--- src/rtl/npu_synchronization_defines.sv ---
// Shared sync-core types.
//  barrier_t              : barrier identifier carried in account messages
//  cnt_barrier_t          : participant count (0..TILE_COUNT)
//  tile_id_t              : source tile index
//  sync_account_message_t : one account (arrival) message from stage1
//  sync_barrier_entry_t   : one barrier accounting record {busy, cnt, cnt_max, tile_mask}
`ifndef BARRIER_NUMBER
`define BARRIER_NUMBER 16
`endif
`ifndef TILE_COUNT
`define TILE_COUNT 8
`endif

package npu_synchronization_defines;

    localparam int BARRIER_NUMBER = `BARRIER_NUMBER;
    localparam int TILE_COUNT     = `TILE_COUNT;
    localparam int BARRIER_ID_W   = 8;
    localparam int TILE_ID_W      = (TILE_COUNT > 1) ? $clog2(TILE_COUNT) : 1;
    // One extra bit so a count equal to TILE_COUNT is representable.
    localparam int CNT_W          = $clog2(TILE_COUNT) + 1;

    typedef logic [BARRIER_ID_W-1:0] barrier_t;
    typedef logic [CNT_W-1:0]        cnt_barrier_t;
    typedef logic [TILE_ID_W-1:0]    tile_id_t;
    typedef logic [TILE_COUNT-1:0]   tile_mask_t;

    typedef struct packed {
        barrier_t     id_barrier;
        cnt_barrier_t cnt_setup;
        tile_id_t     tile_id_source;
    } sync_account_message_t;

    typedef struct packed {
        logic         busy;
        cnt_barrier_t cnt;
        cnt_barrier_t cnt_max;
        tile_mask_t   tile_mask;
    } sync_barrier_entry_t;

    // One-hot tile mask for a single source tile.
    function automatic tile_mask_t tile_onehot(input tile_id_t src);
        tile_mask_t m;
        m      = '0;
        m[src] = 1'b1;
        return m;
    endfunction

endpackage

--- src/rtl/synchronization_barrier_table.sv ---
// Per-barrier accounting table.
//  clk      in  : clock
//  clear    in  : synchronous, active-high; clears every busy bit and tile mask
//  rd_idx   in  : asynchronous read index
//  rd_entry out : entry at rd_idx (combinational)
//  wr_en    in  : write strobe
//  wr_idx   in  : write index
//  wr_entry in  : data written at the end of the cycle
// cnt / cnt_max are not cleared: they are only meaningful while busy is set.
module synchronization_barrier_table
    import npu_synchronization_defines::*;
#(
    parameter int BARRIER_NUMBER = npu_synchronization_defines::BARRIER_NUMBER,
    parameter int IDX_W          = (BARRIER_NUMBER > 1) ? $clog2(BARRIER_NUMBER) : 1
) (
    input  logic                clk,
    input  logic                clear,
    input  logic [IDX_W-1:0]    rd_idx,
    output sync_barrier_entry_t rd_entry,
    input  logic                wr_en,
    input  logic [IDX_W-1:0]    wr_idx,
    input  sync_barrier_entry_t wr_entry
);

    sync_barrier_entry_t entry_arr [BARRIER_NUMBER];

    genvar gi;
    generate
        for (gi = 0; gi < BARRIER_NUMBER; gi++) begin : g_entry
            sync_barrier_entry_t entry_q;
            sync_barrier_entry_t entry_d;

            always_comb begin
                entry_d = entry_q;
                if (wr_en && (wr_idx == IDX_W'(gi))) begin
                    entry_d = wr_entry;
                end
            end

            always_ff @(posedge clk) begin
                if (clear) begin
                    entry_q.busy      <= 1'b0;
                    entry_q.tile_mask <= '0;
                end else begin
                    entry_q <= entry_d;
                end
            end

            assign entry_arr[gi] = entry_q;
        end
    endgenerate

    assign rd_entry = entry_arr[rd_idx];

endmodule

--- src/rtl/synchronization_core_stage2.sv ---
// Barrier accounting stage of the sync core (between the account arbiter and release issue).
//  clk, reset (sync, active-low)
//  ss1_account_mess/valid        in  : one account message per cycle, always accepted
//  ss2_account_pending/_valid    out : combinational copy of the input (upstream hazard check)
//  ss2_account_mess/valid        out : registered forward of the input
//  ss2_release_valid/id/cnt      out : registered; barrier completed by this arrival
//  ss2_error/ss2_error_id        out : registered one-cycle pulse on zero-count, duplicate or
//                                      count-mismatch arrival
// Same-id back-to-back messages are blocked upstream, so the table read needs no bypass.
module synchronization_core_stage2
    import npu_synchronization_defines::*;
#(
    parameter int TILE_ID        = 0,
    parameter int BARRIER_NUMBER = npu_synchronization_defines::BARRIER_NUMBER,
    parameter int TILE_COUNT     = npu_synchronization_defines::TILE_COUNT
) (
    input  logic                  clk,
    input  logic                  reset,
    input  sync_account_message_t ss1_account_mess,
    input  logic                  ss1_account_valid,
    output sync_account_message_t ss2_account_pending,
    output logic                  ss2_account_pending_valid,
    output sync_account_message_t ss2_account_mess,
    output logic                  ss2_account_valid,
    output logic                  ss2_release_valid,
    output barrier_t              ss2_release_id,
    output cnt_barrier_t          ss2_release_cnt,
    output logic                  ss2_error,
    output barrier_t              ss2_error_id
);

    localparam int IDX_W = (BARRIER_NUMBER > 1) ? $clog2(BARRIER_NUMBER) : 1;

    // Entry types are sized by the shared package; reject a mismatched instance.
    generate
        if (TILE_ID < 0 || TILE_COUNT != $bits(tile_mask_t) ||
            BARRIER_NUMBER > (1 << BARRIER_ID_W)) begin : g_bad_cfg
            $error("synchronization_core_stage2: parameters inconsistent with package");
        end
    endgenerate

    logic [IDX_W-1:0]    idx;
    sync_barrier_entry_t rd_entry;
    logic                tbl_wr_en;
    sync_barrier_entry_t tbl_wr_entry;

    assign idx = ss1_account_mess.id_barrier[IDX_W-1:0];

    synchronization_barrier_table #(
        .BARRIER_NUMBER (BARRIER_NUMBER),
        .IDX_W          (IDX_W)
    ) u_table (
        .clk      (clk),
        .clear    (!reset),
        .rd_idx   (idx),
        .rd_entry (rd_entry),
        .wr_en    (tbl_wr_en),
        .wr_idx   (idx),
        .wr_entry (tbl_wr_entry)
    );

    logic         release_valid_q, release_valid_d;
    barrier_t     release_id_q,    release_id_d;
    cnt_barrier_t release_cnt_q,   release_cnt_d;
    logic         error_q,         error_d;
    barrier_t     error_id_q,      error_id_d;
    logic         account_valid_q;
    sync_account_message_t account_mess_q;

    cnt_barrier_t cnt_base;
    cnt_barrier_t cnt_next;
    cnt_barrier_t cnt_max_eff;

    always_comb begin
        tbl_wr_en       = 1'b0;
        tbl_wr_entry    = rd_entry;
        release_valid_d = 1'b0;
        release_id_d    = release_id_q;
        release_cnt_d   = release_cnt_q;
        error_d         = 1'b0;
        error_id_d      = error_id_q;
        cnt_base        = rd_entry.busy ? rd_entry.cnt : '0;
        cnt_next        = cnt_base + cnt_barrier_t'(1);
        // A running barrier keeps the count it was opened with, even if a later
        // arrival disagrees.
        cnt_max_eff     = rd_entry.busy ? rd_entry.cnt_max : ss1_account_mess.cnt_setup;

        if (ss1_account_valid) begin
            if (ss1_account_mess.cnt_setup == '0) begin
                error_d    = 1'b1;
                error_id_d = ss1_account_mess.id_barrier;
            end else if (rd_entry.busy &&
                         rd_entry.tile_mask[ss1_account_mess.tile_id_source]) begin
                error_d    = 1'b1;
                error_id_d = ss1_account_mess.id_barrier;
            end else begin
                if (rd_entry.busy && (ss1_account_mess.cnt_setup != rd_entry.cnt_max)) begin
                    error_d    = 1'b1;
                    error_id_d = ss1_account_mess.id_barrier;
                end
                if (cnt_next == cnt_max_eff) begin
                    release_valid_d = 1'b1;
                    release_id_d    = ss1_account_mess.id_barrier;
                    release_cnt_d   = cnt_max_eff;
                    // An idle entry completing in one pass (count of 1) needs no write.
                    if (rd_entry.busy) begin
                        tbl_wr_en              = 1'b1;
                        tbl_wr_entry.busy      = 1'b0;
                        tbl_wr_entry.cnt       = '0;
                        tbl_wr_entry.tile_mask = '0;
                    end
                end else begin
                    tbl_wr_en              = 1'b1;
                    tbl_wr_entry.busy      = 1'b1;
                    tbl_wr_entry.cnt       = cnt_next;
                    tbl_wr_entry.cnt_max   = cnt_max_eff;
                    tbl_wr_entry.tile_mask = (rd_entry.busy ? rd_entry.tile_mask : '0) |
                                             tile_onehot(ss1_account_mess.tile_id_source);
                end
            end
        end
    end

    always_ff @(posedge clk) begin
        account_mess_q <= ss1_account_mess;
        if (!reset) begin
            account_valid_q <= 1'b0;
            release_valid_q <= 1'b0;
            release_id_q    <= '0;
            release_cnt_q   <= '0;
            error_q         <= 1'b0;
            error_id_q      <= '0;
        end else begin
            account_valid_q <= ss1_account_valid;
            release_valid_q <= release_valid_d;
            release_id_q    <= release_id_d;
            release_cnt_q   <= release_cnt_d;
            error_q         <= error_d;
            error_id_q      <= error_id_d;
        end
    end

    assign ss2_account_pending       = ss1_account_mess;
    assign ss2_account_pending_valid = ss1_account_valid;
    assign ss2_account_mess          = account_mess_q;
    assign ss2_account_valid         = account_valid_q;
    assign ss2_release_valid         = release_valid_q;
    assign ss2_release_id            = release_id_q;
    assign ss2_release_cnt           = release_cnt_q;
    assign ss2_error                 = error_q;
    assign ss2_error_id              = error_id_q;

endmodule

--- config.mk ---
export PLATFORM = sky130hd
export DESIGN_NAME = synchronization_core_stage2
export DESIGN_NICKNAME = d
export VERILOG_FILES = /design/src/rtl/npu_synchronization_defines.sv /design/src/rtl/synchronization_barrier_table.sv /design/src/rtl/synchronization_core_stage2.sv
export SDC_FILE = /design/constraint.sdc
export NUM_CORES = 1
export LEC_CHECK = 0
export ABC_AREA = 0
export CAP_MARGIN = 20
export CORE_ASPECT_RATIO = 0.7
export CORE_MARGIN = 5
export CORE_UTILIZATION = 60
export DETAILED_ROUTE_END_ITERATION = 8
export GPL_TIMING_DRIVEN = 1
export HOLD_SLACK_MARGIN = 0.1
export MAX_ROUTING_LAYER = met4
export PLACE_DENSITY_LB_ADDON = 0.12
export SYNTH_ARGS = -nofsm -noshare
export SYNTH_HDL_FRONTEND = slang
export SYNTH_SLANG_ARGS = --single-unit
--- constraint.sdc ---
create_clock -name clk -period 9.2 [get_ports clk]
set_clock_uncertainty 0.05 [all_clocks]
set_input_delay 1.84 -clock clk [delete_from_list [all_inputs] [get_ports clk]]
set_output_delay 1.84 -clock clk [all_outputs]
set_load 0.02 [all_outputs]
==> flow_summary.ini, run 1 <==
[placed_design]
worst_slack_placed_ps = 2010
hpwlAfterDp_mm = 23.5
buffer_ports.inserted = 71
finalWeightedCongestion = 0.929
place_inst = 1518

[logic_synthesis]
yosys_warnings = 0
synth_enable_flop_cells = 128
number_of_synthesized_register_bits = 310
synth-seq-area-share = 0.538
synth.avg_cell_area_sq_um = 11.4
syn_inst = 1222
yosys_most_used_dff = dfxtp_1
synth_nets = 1241
async_flop_share = 0
post_synth_num_cell_types = 63
synthesis.area_sq_mm = 0.0139

[global_route]
antenna_found_initial = 1
grt_first_pass_wirelength_mm = 55.4
first_global_vias = 9280
grt_max_degree = 129
globalRoute.totalOverflow = 0
global_route.usage.total = 0.281

[cts]
clk_slew_on_worst_s_h_paths_ps = 60
tritoncts_num_sinks = 310
clock_tree.htree_level_count = 1
cts_inserted_buffers = 29
number_of_buffers_on_the_longest_clock_path = 3
cts_tree = yes
cts-resized-gates = 0
postCtsSetupRepairBufs = 0
worst_skew_late_latency_ps = 560
clock-root-buffer = clkbuf_16
postCtsHoldBufs = 0

[timing]
tightest_slew_ps = 1110
finish_stage_setup_viols = 0
finalHoldWorstSlack_ps = 411
post-route-period-util = 0.716
finalWorstPathRequiredPeriod_ps = 6590
timing.fmax_mhz = 152
post-route-worst-setup-slack_ps = 2610
unrepaired_setup_endpoints_after_global_routing = false
hold_viol_final = 0
slew_viol_final = 0
final.setup.tns_ps = 0
worst_slew_margin_rel = 0.260

[pwr]
cellPowerDensity_mw_per_mm2 = 188
power.ir.vdd_worst_v = 0.000134
p_leak_nw = 5.18

[finish]
multi_input_comb_area_sq_mm = 0.00586
seq_area_sq_mm = 0.00749
post_layout_nonfiller_instances = 1575
commonest_cells_after_routing_fill_and_taps_aside = 182 x dfxtp_1, 167 x nand2_1, 128 x edfxtp_1, 127 x o21ai_0, 107 x a21boi_0
number_of_filler_instances_in_the_final_layout = 1642
flow.area_growth_from_synthesis_pct = 12.5
finalNetCount = 1259
final_common_cell = dfxtp_1
layout.core_utilization = 0.689
drive_gt1_frac = 0.126

[setup_path]
cp.arrival_ps = 7000
class_of_the_most_critical_setup_path = input pin to flip-flop
worst-endpoint-required_ps = 9620
timing.critical_path.to_type = flip-flop
timing.critical_path.from_type = input pin
critical_path.max_fanout = 54

[route]
top_layer_used = met4
drt_drc_violations_left = 0
num_vias = 9954
detail_route.vias_per_cell = 6.32
dr.first_iter.drc_count = 1136
wl_met1_mm = 16.1
ant_nets = 0
drt_first_pass_iters = 5
drt-total-wl_mm = 36.3
detail_route.wl_per_cell_microns = 23.0
wl_met2_mm = 15.2
met3_wl_mm = 4.33

[run_status]
status = completed

[floorplan]
initial_utilization = 0.612
chipHeight_microns = 137
die_width_microns = 192
floorplan.die_area_sq_mm = 0.0264
top_level_ports = 72
rows = 46
core_area_sq_mm = 0.0227

[run]
drv.max_cap_violation_count = 0

[worst_hold_path]
hp-class = flip-flop to flip-flop
flip-flops by register name (all words and copies together), names as in the netlist:
signal / cells
ss2_release_valid: 1
ss2_error: 1
ss2_release_cnt: 4
ss2_account_valid: 1
ss2_error_id: 8
u_table.entry_arr: 272
ss2_release_id: 8
ss2_account_mess: 15
stage by stage:
step | power, W | instance area (sq um)
finish | 0.00294 | 15700
CTS | 0.00295 | 15600
global placement | 0.00171 | 14600
detailed placement | 0.00172 | 14600
global route | 0.00303 | 15700
floorplan | 0.00164 | 13900
critical path, stage by stage:
cell	delay [ps]
buf_4	600
mux4_2	420
mux4_2	750
inv_1	320
a21oi_1	90
ha_1	430
xnor2_1	160
nand3_1	100
or3_1	620
nand4_1	470
nor2_1	780
nand2_1	120
a21boi_0	230
final timing paths:
path                           from                     end  slack, ps  cells past startpoint
max             ss1_account_mess[8]  u_table.entry_arr[139]       2610                     13
min          u_table.entry_arr[135]  u_table.entry_arr[135]        410                      2
max reg2reg  u_table.entry_arr[118]  u_table.entry_arr[139]       4170                     12
min reg2reg  u_table.entry_arr[135]  u_table.entry_arr[135]        410                      2
cells by family (layout without fill, tap and decap cells):
family | count (synthesis) | in the layout | synth area share
fa+ha+maj | 1 | 1 | 0.000899
buf+inv | 111 | 151 | 0.0431
mux | 153 | 153 | 0.155
simple gates | 314 | 314 | 0.103
compound gates | 325 | 325 | 0.154
other cells | 0 | 1 | 0
xor+xnor | 8 | 8 | 0.00602
flops | 310 | 310 | 0.538
layer usage:
layer,vias up,track usage
met2,477,0.384
met4,0,0.0578
li1,4518,-
met1,4909,0.415
met5,-,-
met3,50,0.0912
final cells by class:
type,count,share of cell area
Sequential cell,310,0.478
Multi-Input combinational cell,801,0.374
Timing Repair Buffer,94,0.0571
Clock buffer,43,0.0564
Tap cell,312,0.0249
Clock inverter,10,0.00823
Inverter,4,0.000958
Antenna cell,1,0.000160
synthesized netlist by cell type, types with 3 or more instances:
master | number | area share
dfxtp_1 | 182 | 0.26
nand2_1 | 167 | 0.045
edfxtp_1 | 128 | 0.28
o21ai_0 | 127 | 0.046
a21boi_0 | 107 | 0.058
mux2i_1 | 88 | 0.063
clkbuf_1 | 54 | 0.015
mux4_2 | 48 | 0.078
nor2_1 | 42 | 0.011
nor2b_1 | 33 | 0.015
buf_4 | 23 | 0.012
a22oi_1 | 18 | 0.0097
buf_2 | 18 | 0.0065
mux2_2 | 17 | 0.014
nand4_1 | 15 | 0.0067
a21boi_1 | 13 | 0.0070
a21oi_1 | 10 | 0.0036
buf_6 | 10 | 0.0081
nand3_1 | 10 | 0.0036
nor2_2 | 10 | 0.0045
and2_1 | 8 | 0.0036
a32oi_1 | 6 | 0.0038
and3_1 | 6 | 0.0027
a221oi_1 | 5 | 0.0031
nor3_1 | 5 | 0.0018
inv_1 | 4 | 0.0011
nand2b_1 | 4 | 0.0018
o211a_1 | 4 | 0.0029
o211ai_1 | 4 | 0.0022
xnor2_1 | 4 | 0.0025
a22o_1 | 3 | 0.0019
a31oi_1 | 3 | 0.0013
nor4_1 | 3 | 0.0013
o22ai_1 | 3 | 0.0013
or3_1 | 3 | 0.0013
xor2_1 | 3 | 0.0019
where the power goes:
part	switching [W]	total [W]	internal (W)	leakage (nW)
registers	0.00000362	0.00146	0.00145	2.63
clock network	0.000519	0.00124	0.000726	0.494
logic	0.000152	0.000238	0.0000857	2.06
total	0.000675	0.00294	0.00226	5.18
(Power assumes the default switching activity.)
==> run 2, diff against run 1 <==
--- a/config.mk
+++ b/config.mk
@@ -9,7 +9,7 @@
 export CAP_MARGIN = 20
 export CORE_ASPECT_RATIO = 0.7
 export CORE_MARGIN = 5
-export CORE_UTILIZATION = 60
+export CORE_UTILIZATION = 54
 export DETAILED_ROUTE_END_ITERATION = 8
 export GPL_TIMING_DRIVEN = 1
 export HOLD_SLACK_MARGIN = 0.1
==> constraint.sdc (replaced) <==
create_clock -name clk -period 5.9 [get_ports clk]
set_clock_uncertainty 0.05 [all_clocks]
set_input_delay 1.18 -clock clk [delete_from_list [all_inputs] [get_ports clk]]
set_output_delay 1.18 -clock clk [all_outputs]
set_load 0.02 [all_outputs]
==> run 2 against run 1 <==
  * Via count rose by 1.4%
  * Worst setup slack got worse by 1700 ps
  * Die area rose by 10%
  * Critical path depth rose by 2
  * Register-to-register slack got worse by 2600 ps
  * Sequential share of layout area fell by 1.1 points
  * Critical endpoint is now u_table.entry_arr[135]
  * Highest routed layer unchanged
==> flow_summary.ini, run 2 (synthesized netlist as in run 1, its figures left out) <==
[setup_path]
worst-endpoint-required_ps = 6240
timing.critical_path.from_type = input pin
reg2regPathDepth = 14
class_of_the_most_critical_setup_path = input pin to flip-flop
cp.arrival_ps = 5350
critical_path.max_fanout = 21
timing.critical_path.to_type = flip-flop

[cts]
postCtsHoldBufs = 0
clk_slew_on_worst_s_h_paths_ps = 70
tritoncts_num_sinks = 310
cts_tree = yes
number_of_buffers_on_the_longest_clock_path = 3
postCtsSetupRepairBufs = 0
cts_inserted_buffers = 30
cts-resized-gates = 0
clock-root-buffer = clkbuf_16
clock_tree.htree_level_count = 1
worst_skew_late_latency_ps = 550

[floorplan]
rows = 49
floorplan.die_area_sq_mm = 0.0291
die_width_microns = 202
initial_utilization = 0.545
top_level_ports = 72
core_area_sq_mm = 0.0256
chipHeight_microns = 144

[route]
detail_route.vias_per_cell = 6.16
num_vias = 10100
detail_route.wl_per_cell_microns = 23.4
drt_first_pass_iters = 5
dr.first_iter.drc_count = 1155
drt_drc_violations_left = 0
drt-total-wl_mm = 38.3
ant_nets = 0

[finish]
fin_area_sq_mm = 0.0160
n_antenna_cell = 0
largest_register_ffs = 272
commonest_cells_after_routing_fill_and_taps_aside = 182 x dfxtp_1, 167 x nand2_1, 128 x edfxtp_1, 127 x o21ai_0, 107 x a21boi_0
flow.area_growth_from_synthesis_pct = 15.2
post_layout_nonfiller_instances = 1639
final_common_cell = dfxtp_1
finalNetCount = 1303
number_of_filler_instances_in_the_final_layout = 2059
drive_gt1_frac = 0.153

[global_route]
grt_first_pass_wirelength_mm = 58.7
global_route.usage.total = 0.267
antenna_found_initial = 0
grt_max_degree = 138
globalRoute.totalOverflow = 0
first_global_vias = 9616

[timing]
final.setup.tns_ps = 0
finish_stage_setup_viols = 0
hold_viol_final = 0
timing.fmax_mhz = 200
worst_slew_margin_rel = 0.400
tightest_slew_ps = 897
post-route-worst-setup-slack_ps = 897
finalWorstPathRequiredPeriod_ps = 5000
post-route-period-util = 0.848
slew_viol_final = 0
unrepaired_setup_endpoints_after_global_routing = false

[worst_hold_path]
hp-class = flip-flop to flip-flop
worstHoldPathCells = 2

[run_status]
status = completed

[placed_design]
buffer_ports.inserted = 71
worst_slack_placed_ps = 464
place_inst = 1583
hpwlAfterDp_mm = 25.3
finalWeightedCongestion = 0.959
detailed_place.area_sq_mm = 0.0150

[pwr]
p_leak_nw = 5.40
design_power_total_w = 0.00467
cellPowerDensity_mw_per_mm2 = 291
power.ir.vdd_worst_v = 0.000242

[run]
drv.max_cap_violation_count = 0
[run 2: cell types whose count changed in the layout (fill, tap and decap cells not counted), moves of 4 or more]
cell        change
clkinv_1        +4
buf_4          +42
clkbuf_8        -7
nor2_1          +4
nor2_2          -4
clkinvlp_2      +7
[run 2: critical path: stages]
cell and delay [ps]:
buf_4 270, mux4_2 550, mux4_2 510, inv_1 260, a21oi_1 80, ha_1 420
nor3b_1 290, nor4_1 80, a31oi_1 190, a31oi_1 120, a21oi_2 210, buf_4 210
nor3b_2 200, or2_1 570, mux2i_1 180
[run 2: cell type report]
class / count / area, sq um / area share
Clock buffer: 33 / 793 / 0.0495
Sequential cell: 310 / 7490 / 0.467
Tap cell: 331 / 414 / 0.0258
Multi-Input combinational cell: 801 / 5850 / 0.365
Clock inverter: 23 / 243 / 0.0151
Inverter: 4 / 15.0 / 0.000937
Timing Repair Buffer: 137 / 1230 / 0.0768
[run 2: layer usage]
metal	share of wire	global-route usage	vias to the layer above
met5	0	-	-
met4	0.015	0.0446	0
met3	0.098	0.0664	49
met2	0.40	0.362	466
met1	0.48	0.412	4979
li1	-	-	4601
[run 2: power breakdown]
group          switching (W)  internal, W  total (W)
sequential        0.00000630      0.00226    0.00227
clock               0.000830      0.00118    0.00201
combinational       0.000245     0.000143   0.000388
total                0.00108      0.00359    0.00467
[run 2: worst paths after layout]
check | to | start | slack, ps
worst max-delay path | u_table.entry_arr[135] | ss1_account_mess[7] | 900
worst min-delay path | u_table.entry_arr[50] | u_table.entry_arr[50] | 410
worst max register to register | u_table.entry_arr[135] | u_table.entry_arr[101] | 1550
worst min register to register | u_table.entry_arr[50] | u_table.entry_arr[50] | 410
[run 2: metrics by stage]
| stage | hold slack (ps) | utilization |
|---|---|---|
| after global placement | 393 | 0.587 |
| after detailed placement | 397 | 0.587 |
| after global routing | 430 | 0.627 |
| after floorplan | 382 | - |
| after CTS | 408 | 0.627 |
| final | 413 | 0.627 |
